[src/rtl/nanotrade_pkg.sv]
// Shared definitions for the order path.
//   cb_state_e     : circuit-breaker state encoding driven by the breaker
//   side_e         : order side encoding (bid / ask)
//   order_rec_bits : width of a packed {side, price, qty} order record
package nanotrade_pkg;

   typedef enum logic [1:0] {
      S_NORMAL   = 2'b00,
      S_THROTTLE = 2'b01,
      S_WIDEN    = 2'b10,
      S_PAUSE    = 2'b11
   } cb_state_e;

   typedef enum logic {
      SIDE_BID = 1'b0,
      SIDE_ASK = 1'b1
   } side_e;

   function automatic int order_rec_bits(input int price_bits, input int qty_bits);
      return 1 + price_bits + qty_bits;
   endfunction

endpackage

[src/rtl/order_fifo.sv]
// Small synchronous FIFO of packed order records.
//   clk_i, rst_ni : clock, asynchronous active-low reset (clears pointers/level)
//   push_i        : write wdata_i at the tail (ignored when full)
//   pop_i         : remove the head (released downstream)
//   drop_head_i   : remove the head (discarded)
//   head_o        : record currently at the head
//   head_ready_o  : head present and old enough to be released
//   level_o       : occupancy, full_o / empty_o : occupancy flags
module order_fifo
   import nanotrade_pkg::*;
#(
   parameter int WIDTH = 33,
   parameter int DEPTH = 4
) (
   input  logic                   clk_i,
   input  logic                   rst_ni,
   input  logic                   push_i,
   input  logic [WIDTH-1:0]       wdata_i,
   input  logic                   pop_i,
   input  logic                   drop_head_i,
   output logic [WIDTH-1:0]       head_o,
   output logic                   head_ready_o,
   output logic [$clog2(DEPTH):0] level_o,
   output logic                   full_o,
   output logic                   empty_o
);

   localparam int PTR_W = $clog2(DEPTH);
   localparam int LVL_W = PTR_W + 1;

   logic [WIDTH-1:0] mem_q [DEPTH];
   logic [PTR_W-1:0] wr_ptr_q, wr_ptr_d;
   logic [PTR_W-1:0] rd_ptr_q, rd_ptr_d;
   logic [LVL_W-1:0] level_q, level_d;
   logic             head_new_q, head_new_d;
   logic             do_push, do_remove;

   assign full_o    = (level_q == LVL_W'(DEPTH));
   assign empty_o   = (level_q == '0);
   assign do_push   = push_i && !full_o;
   assign do_remove = (pop_i || drop_head_i) && !empty_o;

   assign head_o       = mem_q[rd_ptr_q];
   assign level_o      = level_q;
   // An entry written at the last edge that landed straight at the head is
   // not releasable yet: there is no bypass from ingress to the output stage.
   assign head_ready_o = !empty_o && !head_new_q;

   always_comb begin
      wr_ptr_d   = wr_ptr_q;
      rd_ptr_d   = rd_ptr_q;
      level_d    = level_q;
      // The pushed entry is the head after this edge iff nothing else remains.
      head_new_d = do_push && (level_q == LVL_W'(do_remove));
      if (do_push) begin
         wr_ptr_d = wr_ptr_q + PTR_W'(1);
      end
      if (do_remove) begin
         rd_ptr_d = rd_ptr_q + PTR_W'(1);
      end
      case ({do_push, do_remove})
         2'b10:   level_d = level_q + LVL_W'(1);
         2'b01:   level_d = level_q - LVL_W'(1);
         default: level_d = level_q;
      endcase
   end

   always_ff @(posedge clk_i or negedge rst_ni) begin
      if (!rst_ni) begin
         wr_ptr_q   <= '0;
         rd_ptr_q   <= '0;
         level_q    <= '0;
         head_new_q <= 1'b0;
      end else begin
         wr_ptr_q   <= wr_ptr_d;
         rd_ptr_q   <= rd_ptr_d;
         level_q    <= level_d;
         head_new_q <= head_new_d;
      end
   end

   // Storage carries no reset; validity is tracked by the pointers and level.
   always_ff @(posedge clk_i) begin
      if (do_push) begin
         mem_q[wr_ptr_q] <= wdata_i;
      end
   end

endmodule

[src/rtl/order_admission_gate.sv]
// Admission gate between the breaker-controlled ingress and the matching book.
// Orders queue in a FIFO; one leaves per allow_order credit into a
// valid/ready output register. Orders stuck at the head are aged out.
//   clk_i, rst_ni              : clock, asynchronous active-low reset
//   in_valid_i / in_ready_o    : ingress handshake, with in_side/price/qty_i
//   cb_state_i, allow_order_i  : breaker state and one-cycle release credit
//   out_valid_o / out_ready_i  : book handshake, with out_side/price/qty_o
//   fifo_level_o               : queue occupancy
//   drop_count_o, stale_count_o: saturating discard counters (full / aged)
//   paused_hold_o              : breaker paused while orders are queued
module order_admission_gate
   import nanotrade_pkg::*;
#(
   parameter int PRICE_BITS   = 16,
   parameter int QTY_BITS     = 16,
   parameter int DEPTH        = 4,
   parameter int MAX_AGE      = 64,
   parameter int DROP_ON_FULL = 0
) (
   input  logic                   clk_i,
   input  logic                   rst_ni,
   input  logic                   in_valid_i,
   output logic                   in_ready_o,
   input  logic                   in_side_i,
   input  logic [PRICE_BITS-1:0]  in_price_i,
   input  logic [QTY_BITS-1:0]    in_qty_i,
   input  logic [1:0]             cb_state_i,
   input  logic                   allow_order_i,
   output logic                   out_valid_o,
   input  logic                   out_ready_i,
   output logic                   out_side_o,
   output logic [PRICE_BITS-1:0]  out_price_o,
   output logic [QTY_BITS-1:0]    out_qty_o,
   output logic [$clog2(DEPTH):0] fifo_level_o,
   output logic [15:0]            drop_count_o,
   output logic [15:0]            stale_count_o,
   output logic                   paused_hold_o
);

   localparam int REC_W    = order_rec_bits(PRICE_BITS, QTY_BITS);
   localparam int AGE_W    = (MAX_AGE <= 2) ? 1 : $clog2(MAX_AGE);
   localparam int AGE_LAST = (MAX_AGE == 0) ? 0 : MAX_AGE - 1;
   localparam logic [15:0] CNT_MAX = 16'hFFFF;

   logic [REC_W-1:0]      head;
   logic                  head_ready, fifo_full, fifo_empty;
   logic                  push, pop, stale, arrival_drop;

   logic                  out_valid_q, out_valid_d;
   side_e                 out_side_q, out_side_d;
   logic [PRICE_BITS-1:0] out_price_q, out_price_d;
   logic [QTY_BITS-1:0]   out_qty_q, out_qty_d;
   logic [AGE_W-1:0]      head_age_q, head_age_d;
   logic [15:0]           drop_count_q, drop_count_d;
   logic [15:0]           stale_count_q, stale_count_d;

   assign in_ready_o   = (DROP_ON_FULL != 0) ? 1'b1 : !fifo_full;
   assign push         = in_valid_i && in_ready_o && !fifo_full;
   // In drop mode the arrival is lost whenever the queue is full at the edge,
   // even if the head leaves in the same cycle.
   assign arrival_drop = (DROP_ON_FULL != 0) && in_valid_i && fifo_full;
   // Credit is consumed only if it can be used right now; it is never banked.
   assign pop          = allow_order_i && head_ready && (!out_valid_q || out_ready_i);
   // A release in the same cycle wins over ageing out.
   assign stale        = (MAX_AGE != 0) && !fifo_empty && !pop &&
                         (head_age_q == AGE_W'(AGE_LAST));

   order_fifo #(
      .WIDTH (REC_W),
      .DEPTH (DEPTH)
   ) u_fifo (
      .clk_i        (clk_i),
      .rst_ni       (rst_ni),
      .push_i       (push),
      .wdata_i      ({in_side_i, in_price_i, in_qty_i}),
      .pop_i        (pop),
      .drop_head_i  (stale),
      .head_o       (head),
      .head_ready_o (head_ready),
      .level_o      (fifo_level_o),
      .full_o       (fifo_full),
      .empty_o      (fifo_empty)
   );

   always_comb begin
      out_valid_d   = out_valid_q;
      out_side_d    = out_side_q;
      out_price_d   = out_price_q;
      out_qty_d     = out_qty_q;
      head_age_d    = head_age_q;
      drop_count_d  = drop_count_q;
      stale_count_d = stale_count_q;

      if (pop) begin
         out_valid_d = 1'b1;
         out_side_d  = side_e'(head[REC_W-1]);
         out_price_d = head[PRICE_BITS+QTY_BITS-1:QTY_BITS];
         out_qty_d   = head[QTY_BITS-1:0];
      end else if (out_ready_i) begin
         out_valid_d = 1'b0;
      end

      // Age tracks how long the current head has been waiting.
      if (fifo_empty || pop || stale) begin
         head_age_d = '0;
      end else begin
         head_age_d = head_age_q + AGE_W'(1);
      end

      if (arrival_drop && (drop_count_q != CNT_MAX)) begin
         drop_count_d = drop_count_q + 16'd1;
      end
      if (stale && (stale_count_q != CNT_MAX)) begin
         stale_count_d = stale_count_q + 16'd1;
      end
   end

   always_ff @(posedge clk_i or negedge rst_ni) begin
      if (!rst_ni) begin
         out_valid_q   <= 1'b0;
         out_side_q    <= SIDE_BID;
         out_price_q   <= '0;
         out_qty_q     <= '0;
         head_age_q    <= '0;
         drop_count_q  <= '0;
         stale_count_q <= '0;
      end else begin
         out_valid_q   <= out_valid_d;
         out_side_q    <= out_side_d;
         out_price_q   <= out_price_d;
         out_qty_q     <= out_qty_d;
         head_age_q    <= head_age_d;
         drop_count_q  <= drop_count_d;
         stale_count_q <= stale_count_d;
      end
   end

   assign out_valid_o   = out_valid_q;
   assign out_side_o    = out_side_q;
   assign out_price_o   = out_price_q;
   assign out_qty_o     = out_qty_q;
   assign drop_count_o  = drop_count_q;
   assign stale_count_o = stale_count_q;
   assign paused_hold_o = (cb_state_e'(cb_state_i) == S_PAUSE) && (fifo_level_o != '0);

endmodule

[config.mk]
export PLATFORM = sky130hd
export DESIGN_NAME = order_admission_gate
export DESIGN_NICKNAME = d
export VERILOG_FILES = /design/src/rtl/nanotrade_pkg.sv /design/src/rtl/order_fifo.sv /design/src/rtl/order_admission_gate.sv
export SDC_FILE = /design/constraint.sdc
export NUM_CORES = 1
export LEC_CHECK = 0
export BUFFER_PORTS_ARGS = -buffer_cell sky130_fd_sc_hd__buf_2
export CAP_MARGIN = 25
export CORE_ASPECT_RATIO = 0.8
export CORE_MARGIN = 10
export CORE_UTILIZATION = 55
export DETAILED_ROUTE_END_ITERATION = 10
export HOLD_SLACK_MARGIN = 0.02
export PLACE_DENSITY_LB_ADDON = 0.05
export SLEW_MARGIN = 40
export SYNTH_ARGS = -nofsm -noshare
export SYNTH_HDL_FRONTEND = slang
export SYNTH_SLANG_ARGS = --single-unit
[constraint.sdc]
create_clock -name clk_i -period 2.8 [get_ports clk_i]
set_input_delay 0.14 -clock clk_i [delete_from_list [all_inputs] [get_ports clk_i]]
set_output_delay 0.14 -clock clk_i [all_outputs]
set_load 0.1 [all_outputs]
Word level (Yosys, flattened, before mapping)
Memories as Yosys holds them, arrays and structs flattened. A register that Yosys moved wholly into a read port is not among the register bits.
Index checks and enable logic that the tools add are counted.
{"block": "totals", "regBits": 31, "ramBits": 132, "in_bits": 40, "output_inout_bits": 71, "memories": 1}
{"name": "u_fifo.mem_q", "depth": 4, "width": 33, "read_ports": 1, "rd_clocked_by_memory_dff": 1, "wr": 1, "line": "order_fifo.sv:31", "text": "logic [WIDTH-1:0] mem_q [DEPTH];"}
{"block": "op_classes", "addsub": 6, "n_eq_ne": 7, "muxes": 6, "reduce_logical": 26}
{"operator": "adder 16 x 1 -> 16 bit (second input constant)", "n": 1}
{"operator": "!= test 16 bit (second input constant)", "n": 1}
{"operator": "logical AND 1 bit", "n": 12}
{"operator": "adder 6 x 1 -> 6 bit (second input constant)", "n": 1}
{"operator": "equality test 6 bit (second input constant)", "n": 1}
{"operator": "zero test 1 bit", "n": 6}
{"operator": "two-way mux 6 bit", "n": 1}
{"operator": "one-hot mux 3 bit (2 select lines)", "n": 1}
{"operator": "adder 2 x 1 -> 2 bit (second input constant)", "n": 2}
{"operator": "equality test 2 bit (second input constant)", "n": 2}
{"operator": "logical OR 1 bit", "n": 4}
{"operator": "two-way mux 1 bit", "n": 4}
{"operator": "nonzero test 2 bit", "n": 2}
{"operator": "adder 3 x 1 -> 3 bit (second input constant)", "n": 1}
{"operator": "equality test 3 x 1 -> 1 bit", "n": 1}
{"operator": "equality test 3 bit (second input constant)", "n": 1}
{"operator": "zero test 3 bit", "n": 1}
{"operator": "nonzero test 3 bit", "n": 1}
{"operator": "subtractor 3 x 1 -> 3 bit (second input constant)", "n": 1}
{"operator": "equality test 2 x 1 -> 1 bit (second input constant)", "n": 1}

Longest topological paths before layout
{"block": "depth", "word_depth": 12, "mapped_depth": 10, "ltp_nobuf": 10}

Modules after synthesis
A second synthesis with hierarchy kept.
{"block": "hier_totals", "cells_unflattened": 408, "area_unflattened_um2": 7838.8}
{"module": "order_fifo", "n_inst": 1, "cells_per_inst": 214, "area_each_um2": 5286.3}
{"module": "order_admission_gate", "n_inst": 1, "cells_per_inst": 194, "area_each_um2": 2552.4}

Worst setup path after synthesis
Ideal clock, no wire load.
{"block": "synth_path", "path_kind": "flip-flop to flip-flop", "from": "register u_fifo.level_q[2] (netlist: u_fifo.level_o[2])", "to": "register u_fifo.level_q[2] (netlist: u_fifo.level_o[2])", "setup_ns": 0.164, "arrival_ns": 3.498, "setup_slack_ns": -0.862, "path_stages_with_launch": 10, "cell_sequence": "dfrtp_1 nand3_1 and2_1 inv_1 ha_1 inv_1 fa_1 xor2_1 nor2_1 xor2_1"}
{"element": "from (decl)", "line": "order_fifo.sv:34", "text": "logic [LVL_W-1:0] level_q, level_d;"}
{"element": "from (signal assigned)", "line": "order_fifo.sv:77", "text": "level_q <= level_d;"}
{"element": "equality test 3 bit *", "line": "order_fifo.sv:38", "text": "assign full_o = (level_q == LVL_W'(DEPTH));"}
{"element": "zero test 1 bit *", "line": "order_admission_gate.sv:57", "text": "assign in_ready_o = (DROP_ON_FULL != 0) ? 1'b1 : !fifo_full;"}
{"element": "net in_ready_o", "line": "order_admission_gate.sv:23", "text": "output logic in_ready_o,"}
{"element": "logical AND 1 bit (2 in series)", "line": "order_admission_gate.sv:58", "text": "assign push = in_valid_i && in_ready_o && !fifo_full;"}
{"element": "logical AND 1 bit *", "line": "order_fifo.sv:40", "text": "assign do_push = push_i && !full_o;"}
{"element": "equality test 2 x 1 -> 1 bit / equality test 2 bit (equally long branches)", "line": "order_fifo.sv:61", "text": "case ({do_push, do_remove})"}
{"element": "one-hot mux 3 bit (2 select lines) / nonzero test 2 bit (equally long branches)"}
The timed path passes the listed nets; every way through them passes the cells marked *.
A chain may end at the register's enable or synchronous reset.

Worst setup path in the final report
{"block": "layout_path", "from": "register head_age_q[0]", "to": "register u_fifo.level_q[2] (netlist: u_fifo.level_o[2])"}
{"block": "layout_via", "elab_chain_len": 6}
{"element": "from (decl)", "line": "order_admission_gate.sv:53", "text": "logic [AGE_W-1:0] head_age_q, head_age_d;"}
{"element": "from (signal assigned)", "line": "order_admission_gate.sv:132", "text": "head_age_q <= head_age_d;"}
{"element": "equality test 6 bit *", "line": "order_admission_gate.sv:66", "text": "(head_age_q == AGE_W'(AGE_LAST));"}
{"element": "logical AND 1 bit *", "line": "order_admission_gate.sv:65", "text": "assign stale = (MAX_AGE != 0) && !fifo_empty && !pop &&"}
{"element": "logical OR 1 bit *", "line": "order_fifo.sv:41", "text": "assign do_remove = (pop_i || drop_head_i) && !empty_o;"}
{"element": "logical AND 1 bit *", "line": "order_fifo.sv:41"}
{"element": "net u_fifo.do_remove", "line": "order_fifo.sv:36", "text": "logic do_push, do_remove;"}
{"element": "equality test 2 x 1 -> 1 bit / equality test 2 bit (equally long branches)", "line": "order_fifo.sv:61"}
{"element": "one-hot mux 3 bit (2 select lines) / nonzero test 2 bit (equally long branches)"}
Marked as above.

==> run summary <==
Core ar. - 0.01360 mm²
Ys Warns - 0
Largest net degree at the start of global routing - 65
Row count - 38
Multiplexer share of the synthesized area - 0.1488
CTS resizes - 0
Syn Area/Cell - 19.10 µm²
Met2 WL post-DR - 6977 µm
Gr usage total - 0.1529
Crit-path cells - ha_1, nand4_2, or2_4, a21oi_1, ha_1, inv_1, fa_1, xor2_1, nor2_1, xor2_1
Relative slew slack - 0.5715
Synthesized instance count - 401
Critical setup path kind - register to register
Worst-case clock buffer depth - 2
Ant. Diodes - 0
Area Growth Syn to Fin - 20.40%
FFs w/ async S/R, synth - 0.3265
CP max stage delay - 0.39 ns
Critical Path Start - head_age_q[0]$_DFF_PN0_
Wire length on met1 - 6412 µm
CP bufs+invs - 1
P per Cell Area - 1181 mW/mm²
CTS root buf - clkbuf_16
I/O Buffers - 94
Met3 routed WL - 658 µm
RR Startpoint - head_age_q[0]$_DFF_PN0_
Synth Cell Area - 0.007661 mm²
Yosys top cell area share - 0.5174
Leakage - 3.576 nW
Worst EP arrival - 2.88 ns
CTS Sinks - 196
Wirelength, routed - 14,160 µm
Post-DR vias/cell - 5.238
Final setup viols - 0
Placer Congestion - 0.7440
Worst-skew pair later-pin latency - 0.42 ns
Synth Area in XOR/XNOR - 0.02858
CTS tree - done
Fin crit share - 0.9081
Main combinational cell family by area after synthesis - multiplexers
Post-synth top area cell - edfxtp_1
Chip height - 125.6 µm
Setup Buffers After CTS - 0
First-pass GRT wire length - 23,030 µm
Slew Limit Fails - 0
CP endpoint kind - register
Worst EP required - 3.14 ns
Startpoint type of the worst setup path - register
Antenna violations before repair - 0
Vias - 3,866
Worst-Margin Slew - 0.6427 ns
Clock input transition at the sequential cells of the worst setup and hold paths - 0.06 ns
Slowest-stage cell, CP - fa_1
Synth top cells by count - 132 x edfxtp_1, 64 x dfrtp_1, 33 x mux2_2, 33 x mux4_2, 18 x xnor2_1
Hold slack - 0.03811 ns
Die width - 152.0 µm
Grt ovf - 0
Top post-synthesis cells by area - edfxtp_1 52%, dfrtp_1 21%, mux4_2 9.7%
Achievable Freq - 393.3 MHz
Non-filler cells, final - 738
TNS Setup - 0 ns
# Max-Cap Violations - 0
Worst min path class - primary input to register
Post-DP HPWL - 8720 µm
Number of synthesized flops with an enable pin - 132
Max Used Layer - met4
Total CTS buffers - 17
H-tree Lvls - 4
IO Pins - 111
Hold Crit Start - out_ready_i
Drt first-iter violations - 197
Antenna Nets Post-Route - 0
Drt pass-1 iters - 5
Most common cell in the synthesized netlist - edfxtp_1
Post-DR wirelength/cell - 19.19 µm
Register bit count reported by yosys - 196
Synth cell types - 34
DRC - 0
Starting density of the core - 0.5634
Unrepaired setup endpoints after global routing - no
Die area - 0.01908 mm²
Final Skew - 0.007401 ns
Vias in the first global route - 4,187
Critical path's top delay family - adder cells
Nets@finish - 593
Maximum fanout along the worst path - 5
Sequential share of the synthesized area - 0.7264
Post-synth top flop - edfxtp_1
Final Critical Period - 2.543 ns
Peak VDD IR - 0.8517 mV
Synth Area in Adders - 0.01405
Hold Fails Final Rpt - 0
Hold buffers post-CTS - 35
Synth Area in Compound Gates - 0.003920
Layout cells sized above 1 - 0.3746
Simple-Gate Fraction of Synth Area - 0.05112
Status - finished, final reports clean
Placed instance count - 671
==> layer usage <==
layer	vias to the layer above	GRT usage
li1	1794	-
met1	1959	0.2001
met2	104	0.2431
met3	9	0.04454
met4	0	0.04748
met5	-	0
==> worst paths after layout <==
path / cells after the start / to / slack (ns)
min in group asynchronous: 2 / out_price_o[11]$_DFFE_PN0P_ / 0.29
worst min register to register: 1 / head_age_q[0]$_DFF_PN0_ / 0.47
worst max register to register: 10 / u_fifo.level_o[2]$_DFFE_PN0P_ / 0.26
worst min-delay path: 3 / out_valid_o$_DFFE_PN0P_ / 0.04
worst max-delay path: 10 / u_fifo.level_o[2]$_DFFE_PN0P_ / 0.26
max in group asynchronous: 2 / u_fifo.rd_ptr_q[0]$_DFFE_PN0P_ / 2.01
==> stage by stage <==
step	power (mW)	setup WS (ns)	cell area (µm²)	util
floorplan	7.860	-0.01117	7736	-
global placement	8.704	0.3702	8344	0.6136
detailed placement	8.774	0.2369	8348	0.6139
CTS	11.02	0.2364	9224	0.6783
global route	11.40	0.06240	9224	0.6783
finish	10.89	0.2573	9224	0.6783
==> worst min-delay path, delay by kind of cell <==
family	cells	cell delay, ns
AOI/OAI and AO/OA	1	0.08
and+or+nand+nor	1	0.11
buffers and inverters	1	0.08
==> layout by cell type (no fill, tap or decap), types with 3 or more instances in the layout <==
cell and count:
edfxtp_1 132, buf_2 93, dfrtp_1 61, dlygate4sd3_1 35
mux4_2 33, mux2_2 33, xnor2_1 18, clkbuf_16 17
conb_1 16, nor2_1 12, inv_1 9, nand3_1 9
nand2_1 9, clkbuf_1 8, xor2_1 7, nand4_1 7
ha_1 7, buf_4 7, nand2b_1 4, and3_2 4
and3_1 4, nor4_4 3, clkinv_2 3, dfrtp_2 3
==> power by group <==
part           total, mW  internal [mW]  switching (mW)
Sequential          4.21           3.86           0.343
Clock               2.20           1.24           0.954
Combinational       4.49           1.23            3.25
Total               10.9           6.34            4.55
==> state kept, by name, indices dropped and copies added (netlist names) <==
| signal | count |
|---|---|
| u_fifo.head_new_q | 1 |
| out_price_o | 16 |
| u_fifo.level_o | 3 |
| out_side_o | 1 |
| u_fifo.mem_q | 132 |
| out_valid_o | 1 |
| stale_count_o | 16 |
| head_age_q | 6 |
| u_fifo.rd_ptr_q | 2 |
| u_fifo.wr_ptr_q | 2 |
| out_qty_o | 16 |
==> kinds of logic after synthesis <==
kind of cell,after synthesis
mux,68
xor+xnor,25
simple gates,62
fa+ha+maj,8
buf+inv,36
compound gates,5
other cells,1
flops,196
==> final cells by class <==
cell class,count,area (µm²)
Multi-Input combinational cell,184,1971
Sequential cell,196,5569
Inverter,9,33.78
Timing Repair Buffer,137,899.6
Fill cell,951,4374
Tap cell,180,225.2
Clock buffer,26,469.2
Clock inverter,6,56.30
Note: power is estimated with default switching activity, not from simulation.
